<file path="config.mk">
export PLATFORM = sky130hd
export DESIGN_NAME = accel_launcher
export DESIGN_NICKNAME = d
export VERILOG_FILES = /design/src/rtl/accel_launcher.sv
export SDC_FILE = /design/constraint.sdc
export NUM_CORES = 1
export LEC_CHECK = 0
export ABC_CLOCK_PERIOD_IN_PS = 7600
export BUFFER_PORTS_ARGS = -buffer_cell sky130_fd_sc_hd__clkbuf_2
export CORE_UTILIZATION = 45
export CTS_BUF_LIST = sky130_fd_sc_hd__clkbuf_8
export DETAILED_ROUTE_END_ITERATION = 16
export PLACE_DENSITY = 0.66
export SYNTH_ARGS = -nofsm -noshare
export SYNTH_HDL_FRONTEND = slang
export SYNTH_SLANG_ARGS = --single-unit
</file>
<file path="constraint.sdc">
create_clock -name clk -period 7.6 [get_ports clk]
set_clock_uncertainty 0.2 [all_clocks]
set_input_delay 0.38 -clock clk [delete_from_list [all_inputs] [get_ports clk]]
set_output_delay 0.38 -clock clk [all_outputs]
set_load 0.05 [all_outputs]
</file>
<file path="src/rtl/accel_launcher.sv">
// accel_launcher: runs a host-requested batch of accelerator jobs back to back.
// It pulses accel_start for each run and times each run from start to finish.
// A run that exceeds TIMEOUT_CYCLES aborts the batch. Consecutive runs are
// separated by GAP_CYCLES quiet cycles. Per-batch statistics are kept for the host.
module accel_launcher #(
  parameter int unsigned TIMEOUT_CYCLES = 1024,
  parameter int unsigned GAP_CYCLES     = 2
) (
  input  logic        clk,
  input  logic        reset,
  input  logic        cmd_go,
  input  logic [7:0]  cmd_runs,
  output logic        busy,
  output logic        done,
  output logic        timeout_err,
  output logic        accel_start,
  input  logic        accel_finish,
  input  logic [31:0] accel_return_val,
  output logic [31:0] last_return_val,
  output logic [31:0] last_cycles,
  output logic [31:0] total_cycles,
  output logic [7:0]  runs_done
);

  localparam logic [2:0] S_IDLE  = 3'd0;
  localparam logic [2:0] S_START = 3'd1;
  localparam logic [2:0] S_WAIT  = 3'd2;
  localparam logic [2:0] S_GAP   = 3'd3;
  localparam logic [2:0] S_DONE  = 3'd4;
  localparam logic [2:0] S_ERR   = 3'd5;

  localparam logic [31:0] C_TIMEOUT = 32'(TIMEOUT_CYCLES);
  localparam logic [31:0] C_GAP     = 32'(GAP_CYCLES);

  logic [2:0]  r_state;
  logic [2:0]  w_state_next;
  logic [7:0]  r_runs;
  logic [7:0]  r_runs_done;
  logic [31:0] r_cnt;
  logic [31:0] r_gap_cnt;
  logic [31:0] r_last_cycles;
  logic [31:0] r_last_ret;
  logic [31:0] r_total;
  logic        r_timeout_err;

  logic [31:0] w_cnt_inc;
  logic [32:0] w_total_sum;
  logic [31:0] w_total_sat;
  logic [7:0]  w_runs_done_inc;
  logic        w_last_run;
  logic        w_timed_out;
  logic        w_gap_over;

  // Latency of the current run if it finishes this cycle (first WAIT cycle counts as 1).
  assign w_cnt_inc       = r_cnt + 32'd1;
  // 33-bit sum so the carry out can drive saturation.
  assign w_total_sum     = {1'b0, r_total} + {1'b0, w_cnt_inc};
  assign w_total_sat     = w_total_sum[32] ? 32'hFFFF_FFFF : w_total_sum[31:0];
  assign w_runs_done_inc = r_runs_done + 8'd1;
  assign w_last_run      = (w_runs_done_inc == r_runs);
  assign w_timed_out     = (w_cnt_inc >= C_TIMEOUT);
  // The gap only counts quiet cycles, so a stretched finish cannot shorten it.
  assign w_gap_over      = ((r_gap_cnt + 32'd1) >= C_GAP);

  // Next-state logic for the batch sequencer.
  always_comb begin
    w_state_next = r_state;
    case (r_state)
      S_IDLE: begin
        if (cmd_go) begin
          w_state_next = (cmd_runs == 8'd0) ? S_DONE : S_START;
        end
      end
      S_START: w_state_next = S_WAIT;
      S_WAIT: begin
        if (accel_finish) begin
          w_state_next = w_last_run ? S_DONE : S_GAP;
        end else if (w_timed_out) begin
          w_state_next = S_ERR;
        end
      end
      S_GAP: begin
        if (!accel_finish && w_gap_over) begin
          w_state_next = S_START;
        end
      end
      S_DONE:  w_state_next = S_IDLE;
      S_ERR:   w_state_next = S_IDLE;
      default: w_state_next = S_IDLE;
    endcase
  end

  // State register.
  always_ff @(posedge clk or posedge reset) begin
    if (reset) begin
      r_state <= S_IDLE;
    end else begin
      r_state <= w_state_next;
    end
  end

  // Run counters, captured results and batch statistics.
  always_ff @(posedge clk or posedge reset) begin
    if (reset) begin
      r_runs        <= 8'd0;
      r_runs_done   <= 8'd0;
      r_cnt         <= 32'd0;
      r_gap_cnt     <= 32'd0;
      r_last_cycles <= 32'd0;
      r_last_ret    <= 32'd0;
      r_total       <= 32'd0;
      r_timeout_err <= 1'b0;
    end else begin
      case (r_state)
        S_IDLE: begin
          if (cmd_go) begin
            r_runs        <= cmd_runs;
            r_runs_done   <= 8'd0;
            r_total       <= 32'd0;
            r_timeout_err <= 1'b0;
          end
        end
        S_START: begin
          r_cnt <= 32'd0;
        end
        S_WAIT: begin
          if (accel_finish) begin
            r_last_cycles <= w_cnt_inc;
            r_last_ret    <= accel_return_val;
            r_total       <= w_total_sat;
            r_runs_done   <= w_runs_done_inc;
            r_gap_cnt     <= 32'd0;
          end else begin
            r_cnt <= w_cnt_inc;
            // Raised on the way into ERR so it is visible alongside done.
            if (w_timed_out) begin
              r_timeout_err <= 1'b1;
            end
          end
        end
        S_GAP: begin
          if (!accel_finish) begin
            r_gap_cnt <= r_gap_cnt + 32'd1;
          end
        end
        default: begin
        end
      endcase
    end
  end

  assign busy            = (r_state == S_START) || (r_state == S_WAIT) || (r_state == S_GAP);
  assign done            = (r_state == S_DONE) || (r_state == S_ERR);
  assign accel_start     = (r_state == S_START);
  assign timeout_err     = r_timeout_err;
  assign last_return_val = r_last_ret;
  assign last_cycles     = r_last_cycles;
  assign total_cycles    = r_total;
  assign runs_done       = r_runs_done;

endmodule

</file>
-- Yosys cells after proc, flatten, opt, wreduce, memory -nomap -nowiden
Index checks and enable logic that the tools add are counted.
- register bits after elaboration: 180
- word-level logic and storage cells: 68
- input port bits: 44
- mux-type cells: 23
- reduce and logical (&&, ||, !) cells: 17
- add/subtract/negate cells: 4
- $lt $le $gt $ge: 2
- eq/ne operators: 13
- operators with widths (operator ; count):
    32-bit 2-to-1 mux ; 6
    32-bit one-hot mux with 2 select lines ; 3
    32-bit by 1-bit adder with 32-bit output (second input constant) ; 2
    32-bit by 32-bit adder with 33-bit output ; 1
    32-bit by 11-bit greater-or-equal comparator with 1-bit output (second input constant) ; 1
    32-bit by 2-bit greater-or-equal comparator with 1-bit output (second input constant) ; 1
    3-bit 2-to-1 mux ; 6
    8-bit 2-to-1 mux ; 2
    8-bit one-hot mux with 2 select lines ; 1
    2-bit != test (second input constant) ; 6
    3-bit one-hot mux with 4 select lines ; 1
    3-bit AND reduction ; 3
    8-bit by 1-bit adder with 8-bit output (second input constant) ; 1
    8-bit == test ; 1
    8-bit zero test ; 1
    3-bit by 2-bit == test with 1-bit output (second input constant) ; 2
    3-bit == test (second input constant) ; 2
    2-bit AND reduction ; 3
    2-bit nonzero test ; 3
    4-bit AND reduction ; 1
    3-bit by 1-bit == test with 1-bit output (second input constant) ; 1
    3-bit zero test ; 1
    1-bit logical OR ; 3
    1-bit 2-to-1 mux ; 3
    4 further kinds ; 4

-- Longest topological paths before layout
Gate-level depths: netlist of run 1.
- depth in word-level cells: 5
- depth in mapped cells: 19
- depth with buffers taken out: 17

-- Worst setup path after synthesis of run 1
No wires, ideal clock.
- kind: reg-to-reg
- start point: register r_cnt[13]
- end point: register r_total[16] (netlist: total_cycles[16])
- cell stages (with the launch flop): 20
- path slack: 3.133 ns
- path buffers: 2
- setup time: 0.123 ns
- arrival: 4.144 ns
- data required time: 7.277 ns
- clock period less this slack: 4.467 ns
- cells stage by stage: dfrtp_1 clkbuf_1 nand3_1 nor4_1 and2_1 and3_1 xnor2_1 inv_1 ha_1 clkbuf_1 a21o_1 a21o_1 a21oi_1 o21ai_0 a21oi_1 nor2b_1 o41a_1 nor2_2 and3_1 nor3_1
- longest elaborated chain between the ends: 5
- ends and longest elaborated chain (item ; RTL line ; RTL):
    start, declared ; 39 ; logic [31:0] r_cnt;
    start signal, assigned ; 134 ; r_cnt <= w_cnt_inc;
    32-bit by 1-bit adder with 32-bit output ; 55 ; assign w_cnt_inc = r_cnt + 32'd1;
    via w_cnt_inc[25] ; 46 ; logic [31:0] w_cnt_inc;
    32-bit by 32-bit adder with 33-bit output ; 57 ; assign w_total_sum = {1'b0, r_total} + {1'b0, w_cnt_inc};
    32-bit 2-to-1 mux ; 58 ; assign w_total_sat = w_total_sum[32] ? 32'hFFFF_FFFF : w_total_sum[31:0];
    32-bit 2-to-1 mux ; 127 ; if (accel_finish) begin
    32-bit one-hot mux with 2 select lines ; 114 ; case (r_state)
    end signal, assigned ; 130 ; r_total <= w_total_sat;
    end, declared ; 43 ; logic [31:0] r_total;
The timed path passes the listed nets, and every way through them passes these cells. The select of a mux whose other input is x is not followed.
A chain may end at the register's enable or synchronous reset.

-- Worst setup path in the final report of run 1
- start point: register r_cnt[0]
- end point: register r_total[25] (netlist: total_cycles[25])
The elaborated chain is that of the path after synthesis.

==> out/results.ini, run 1 <==
[power_and_ir_drop]
p_per_area_nw_per_um2 = 326
p_int_w = 0.00204
p_clk_frac = 0.183
switching_share = 0.490
power_w = 0.00399
total_leakage_power_nw = 6.02
p_comb_frac = 0.475
ir_drop_mv = 0.161
p_switching_w = 0.00196
seq_power_share = 0.342

[worst_hold_path]
holdPathStages = 4
hold_end = r_state[2]$_DFFE_PP0P_
hold_path.class = in -> reg
min-delay-start = accel_finish

[global_route]
grt_overflow = 0
grt_antenna_before_repair = 0
grt_pass1_wl_mm = 44.2
grt_usage = 0.230
grt_pass1_vias = 8550
grt_start_max_net_pins = 117

[drt]
drc = 0
vias_per_cell = 5.50
route.vias.total = 9207
wire_per_inst_um = 16.2
first_pass_iters = 5
ant_nets = 0
routed_wl_mm = 27.1
drtIter0Drc = 646

[place]
gp_congestion = 0.860
place_area_um2 = 11400
dp_slack_ns = 1.95
hpwl_mm = 18.7
io_buffers = 151

[sta]
tightest_slew_ns = 1.07
report.final.slew_viol_count = 0
tns_ns = 0
setup_violations = 0
fin_crit_ns = 5.69
relSlewSlack = 0.285
fin_crit_sh = 0.748
max_freq_ghz = 0.176
setup_ws_ns = 1.91
rsz0062_at_grt = false
final_hold_viol_count = 0

[critical_path]
critPathMaxStageDelay_ns = 0.91
slowest_stage = nor4_2
endpoint_kind = flop
reg2reg_slack_ns = 1.91
r2r_end = total_cycles[25]$_DFFE_PP0P_
critPathMaxFanout = 13
critical_path_required_ns = 7.71
r2r-start = r_cnt[0]$_DFFE_PP0P_
cp_cell_sequence = nand4_1 -> nor4_2 -> and2_1 -> and3_1 -> xnor2_1 -> inv_1 -> ha_1 -> a21o_1 -> a21o_1 -> a21oi_1 -> o21ai_0 -> a21oi_1 -> nor2b_1 -> o41ai_2 -> buf_4 -> a21oi_1 -> a31oi_1 -> o21ai_1
critPathLaunchType = flop
critPathArrivalTime_ns = 5.80
crit_top_cell = a21oi_1
reg2regPathDepth = 18
setup.worst_path.class = reg -> reg

[cells_and_area]
nFillCells = 2061
final_common_cell = nand2_1
final_cell_mix = nand2_1 (245), dfrtp_1 (180), clkbuf_2 (151), o21ai_0 (124), a21oi_1 (74)
final_area_um2 = 12200
nNetsFinal = 1458
regArea_um2 = 4500
drive_gt1_frac = 0.158
antennaDiodeCount = 0
post-route-util = 0.539
multiInputGateArea_um2 = 5560
area_growth_pct = 17.3

[floorplanning]
row_count = 55
die_area_um2 = 23800
die_h_um = 154
chipWidth_um = 154
core_um2 = 22700
ioPinCount = 152
start_util = 0.460

[clock_network]
ctsHtreeMaxLevel = 4
numCtsBuffers = 17
clk_latency_ns = 0.47
cts.sinks = 180
cts.path.max_buffers = 2
path_clk_slew_ns = 0.10
cts_root_buf = clkbuf_8
cts_tree = built
cts_setup_buffers = 0

[yosys]
ys_top_cells_by_area = dfrtp_1 (43%), nand2_1 (8.8%), o21ai_0 (5.9%)
synth.top_cell.area_share = 0.432
async_reset_ff_frac = 1.00
yosysWarningCount = 0
netlist_area_um2 = 10400
ys.flop_type = dfrtp_1
yosysSeqAreaShare = 0.432
synthDistinctLibCells = 65
synthesis.nets = 1308
avgSynthCellArea_um2 = 8.51
ys_seq_elements = 180
synth-edff-count = 0
yosys.area.top_type = dfrtp_1
syn_inst = 1226

[run]
maxCapViolations = 0

[outcome]
status = completed

flip-flops by register name, indices dropped and copies added (netlist names):
register,count
last_cycles,32
last_return_val,32
r_cnt,32
r_gap_cnt,32
r_runs,8
r_state,3
runs_done,8
timeout_err,1
total_cycles,32
cells by family after synthesis:
kind of cell / after synthesis / synth area share
AOI/OAI and AO/OA: 310 / 0.177
muxes: 11 / 0.0115
xor gates and xnor gates: 99 / 0.0831
DFF: 180 / 0.432
adders and majority gates: 39 / 0.0472
and+or+nand+nor: 482 / 0.212
buffers and inverters: 105 / 0.0380
synthesized netlist by cell type (3+ instances only):
cell and instances:
o31ai_1 20, nor3_1 22, o21ai_0 124, o21bai_1 3, nor4_1 11, and2_1 10
mux2_2 8, nand2b_1 6, nand4_1 17, o2111ai_1 3, dfrtp_1 180, a21oi_1 74
ha_1 37, nand3b_1 3, o41ai_1 3, a221oi_1 3, nor2_1 61, mux2i_1 3
nand3_1 53, clkbuf_1 66, and3_1 27, a31oi_1 31, xor2_1 43, nor2b_1 5
a211oi_1 6, a21o_1 21, xnor2_1 56, nand2_1 246, a211o_1 3, or3_1 5
buf_1 3, inv_1 34
stage by stage:
stage          hold WS (ns)  cells
4_1_cts               0.135   1674
3_3_place_gp          0.258   1600
3_5_place_dp          0.262   1600
5_1_grt               0.166   1674
6_report              0.176   1674
2_1_floorplan         0.266   1226
power by group through the flow:
stage / registers (W) / clock network [W] / logic [W]
floorplan: 0.00194 / 0 / 0.000852
global placement: 0.00137 / 0 / 0.00186
detailed placement: 0.00138 / 0 / 0.00188
CTS: 0.00136 / 0.000748 / 0.00190
global route: 0.00140 / 0.000791 / 0.00206
finish: 0.00137 / 0.000732 / 0.00190
worst max-delay path by stage:
| stage | startpoint | endpoint | slack (ns) | cells past startpoint |
|---|---|---|---|---|
| 2_1_floorplan | reset | last_cycles[0]$_DFFE_PP0P_ | 2.13 | 1 |
| 3_3_place_gp | r_cnt[0]$_DFFE_PP0P_ | total_cycles[25]$_DFFE_PP0P_ | 2.13 | 18 |
| 3_5_place_dp | r_cnt[0]$_DFFE_PP0P_ | total_cycles[25]$_DFFE_PP0P_ | 1.95 | 18 |
| 4_1_cts | r_cnt[0]$_DFFE_PP0P_ | total_cycles[25]$_DFFE_PP0P_ | 1.93 | 18 |
| 5_1_grt | r_cnt[0]$_DFFE_PP0P_ | total_cycles[25]$_DFFE_PP0P_ | 1.50 | 18 |
| 6_report | r_cnt[0]$_DFFE_PP0P_ | total_cycles[25]$_DFFE_PP0P_ | 1.91 | 18 |
metal layers:
layer / global-route usage / part of all wire / vias up
li1: - / - / 4581
met1: 0.327 / 0.49 / 4364
met2: 0.368 / 0.45 / 236
met3: 0.0373 / 0.050 / 26
met4: 0.0570 / 0.013 / 0
met5: 0 / 0 / -
area by class of cell:
cell class,instances,area share
clock inverter,14,0.0152
inverter,34,0.0110
multi-input combinational,941,0.455
sequential,180,0.368
timing repair buffer,202,0.102
clock buffer,18,0.0202
tap,285,0.0291
what timing repair did:
action,in CTS,in global routing
resized for setup,0,0
hold endpoints to repair,156,0
hold buffers,42,0
worst max-delay path: cells and delay by family (launching register included):
kind / cells / cell delay [ns]
flip-flops: 1 / 0.47
adder cells (fa/ha/maj): 1 / 0.39
XOR/XNOR: 1 / 0.18
AO/OA/AOI/OAI: 9 / 2.07
buffers and inverters: 2 / 0.47
AND/OR/NAND/NOR: 5 / 1.76
No activity file was read; power rests on OpenSTA's default activity.
==> run 2: changes to the inputs <==
Settings changed: ABC_CLOCK_PERIOD_IN_PS 7600 to 5650.
Clock period 7.6 ns to 5.65 ns, I/O delays scaled along.
==> run 2 against run 1 <==
Critical path depth fell by 2. Critical path type unchanged. Total power rose by 31%. Worst setup slack worse by 1.3 ns. Worst hold slack got worse by 0.13 ns. Clock-buffer cell count rose by 2. Non-clock buffer count grew 2.
==> out/results.ini, run 2 (synthesis results as in run 1) <==
[power_and_ir_drop]
p_per_area_nw_per_um2 = 429  ; +31%
total_leakage_power_nw = 6.00  ; -0.34%
ir_drop_mv = 0.286  ; +78%
power_w = 0.00522  ; +31%

[sta]
rsz0062_at_grt = false
tightest_slew_ns = 0.975  ; -0.0974 ns
fin_crit_ns = 4.99  ; -0.692 ns
final_hold_viol_count = 0  ; unchanged
setup_ws_ns = 0.655  ; -1.26 ns
fin_crit_sh = 0.884  ; +0.136
tns_ns = 0  ; unchanged
setup_violations = 0  ; unchanged
relSlewSlack = 0.350  ; +0.0650
max_freq_ghz = 0.200  ; +14%
report.final.slew_viol_count = 0  ; unchanged

[critical_path]
critPathLaunchType = flop
critPathMaxFanout = 10  ; -3
slowest_stage = nor3_1
cp_cell_sequence = ha_1 -> nand3_1 -> nor3_1 -> and3_1 -> xnor2_1 -> inv_1 -> ha_1 -> and2_1 -> o21ai_0 -> a31oi_1 -> a22oi_1 -> a21oi_1 -> o41a_1 -> nor2_2 -> and3_1 -> nor3_1
setup.worst_path.class = reg -> reg
crit_buf_inv = 1  ; -1
critical_path_required_ns = 5.80  ; -1.91 ns
critPathArrivalTime_ns = 5.15  ; -0.65 ns
critPathTopFamily = simple AND/OR/NAND/NOR gates
critPathMaxStageDelay_ns = 0.63  ; -0.28 ns
endpoint_kind = flop

[clock_network]
ctsResizeCount = 0  ; unchanged
cts_setup_buffers = 0  ; unchanged
cts_root_buf = clkbuf_8
ctsHtreeMaxLevel = 4  ; unchanged
numCtsBuffers = 17  ; unchanged
cts.sinks = 180  ; unchanged
cts_tree = built
path_clk_slew_ns = 0.10  ; about the same
clk_latency_ns = 0.46  ; about the same
cts.path.max_buffers = 2  ; unchanged

[drt]
ant_nets = 0  ; unchanged
wire_per_inst_um = 16.1  ; -0.71%
drc = 0  ; unchanged
drtIter0Drc = 691  ; +7.0%
first_pass_iters = 5  ; unchanged
routed_wl_mm = 26.9  ; -0.65%
vias_per_cell = 5.53  ; +0.53%
route.vias.total = 9261  ; +0.59%

[cells_and_area]
antennaDiodeCount = 0  ; unchanged
nNetsFinal = 1460  ; +0.14%
final_cell_mix = nand2_1 (245), dfrtp_1 (180), clkbuf_2 (151), o21ai_0 (124), a21oi_1 (74)
final_common_cell = nand2_1
fin_cells = 1675  ; +0.060%
post-route-util = 0.536  ; -0.00287
drive_gt1_frac = 0.157  ; -0.000833
area_growth_pct = 16.6

[run]
maxCapViolations = 0  ; unchanged

[global_route]
grt_pass1_vias = 8611  ; +0.71%
grt_start_max_net_pins = 126  ; +7.7%
grt_usage = 0.230  ; about the same
grt_antenna_before_repair = 0  ; unchanged
grt_overflow = 0  ; unchanged
grt_pass1_wl_mm = 43.9  ; -0.78%

[place]
place_inst = 1602  ; +0.13%
hpwl_mm = 18.5  ; -1.3%
gp_congestion = 0.874  ; +1.6%
io_buffers = 151  ; unchanged
dp_slack_ns = 0.806  ; -1.14 ns

[floorplanning]
row_count = 55  ; unchanged
ioPinCount = 152  ; unchanged
start_util = 0.460  ; unchanged
die_h_um = 154  ; unchanged
die_area_um2 = 23800  ; unchanged
core_um2 = 22700  ; unchanged
chipWidth_um = 154  ; unchanged

[outcome]
status = completed

[worst_hold_path]
hold_path.class = in -> reg

==> run 2: cell types whose count changed in the layout (fill, tap and decap cells not counted) <==
cell,previous run,this run
bufinv_16,3,0
inv_8,4,1
buf_4,9,11
clkbuf_8,18,20
inv_1,33,35
clkinv_4,0,1
==> run 2: layout make-up <==
class,count,area (um^2)
Multi-Input combinational cell,941,5560
Clock inverter,11,78.8
Fill cell,2050,10500
Tap cell,285,357
Inverter,34,135
Timing Repair Buffer,204,1260
Clock buffer,20,275
Sequential cell,180,4500
==> run 2: metal layers <==
layer  part of all wire  track usage
met5                  0            0
met4              0.015       0.0622
met3              0.042       0.0412
met2               0.44        0.363
met1               0.50        0.326
==> run 2: metrics by stage <==
stage | instance area (um^2) | hold WS (ns)
after floorplan | 10400 | 0.168
after global placement | 11400 | 0.258
after detailed placement | 11400 | 0.263
after CTS | 12200 | 0.0306
after global routing | 12200 | 0.0930
final | 12200 | 0.0469
==> run 2: path summary, 6_finish.rpt <==
check	startpoint	end	slack, ns	depth (start not counted)
max in group asynchronous	reset	total_cycles[17]$_DFFE_PP0P_	3.72	4
setup reg to reg	r_cnt[0]$_DFFE_PP0P_	total_cycles[16]$_DFFE_PP0P_	0.66	16
hold / removal	accel_finish	r_state[2]$_DFFE_PP0P_	0.05	4
setup / recovery	r_cnt[0]$_DFFE_PP0P_	total_cycles[16]$_DFFE_PP0P_	0.66	16
min in group asynchronous	reset	last_return_val[9]$_DFFE_PP0P_	0.28	3
hold reg to reg	last_return_val[29]$_DFFE_PP0P_	last_return_val[29]$_DFFE_PP0P_	0.28	2
==> run 2: power by group <==
group          switching [W]  leakage, nW  internal (W)
clock               0.000488        0.181      0.000340
sequential          0.000252         2.38       0.00158
combinational        0.00186         3.44      0.000697
total                0.00260         6.00       0.00262
==> run 2: worst min-delay path, cell delays in order <==
cell	delay, ns
clkbuf_2	0.18
nand3_1	0.09
o21ai_0	0.08
nor3_1	0.05
==> run 2: timing repair <==
action	in CTS	in global routing
setup endpoints to repair	0	0
hold endpoints to repair	165	0
hold buffers	42	0
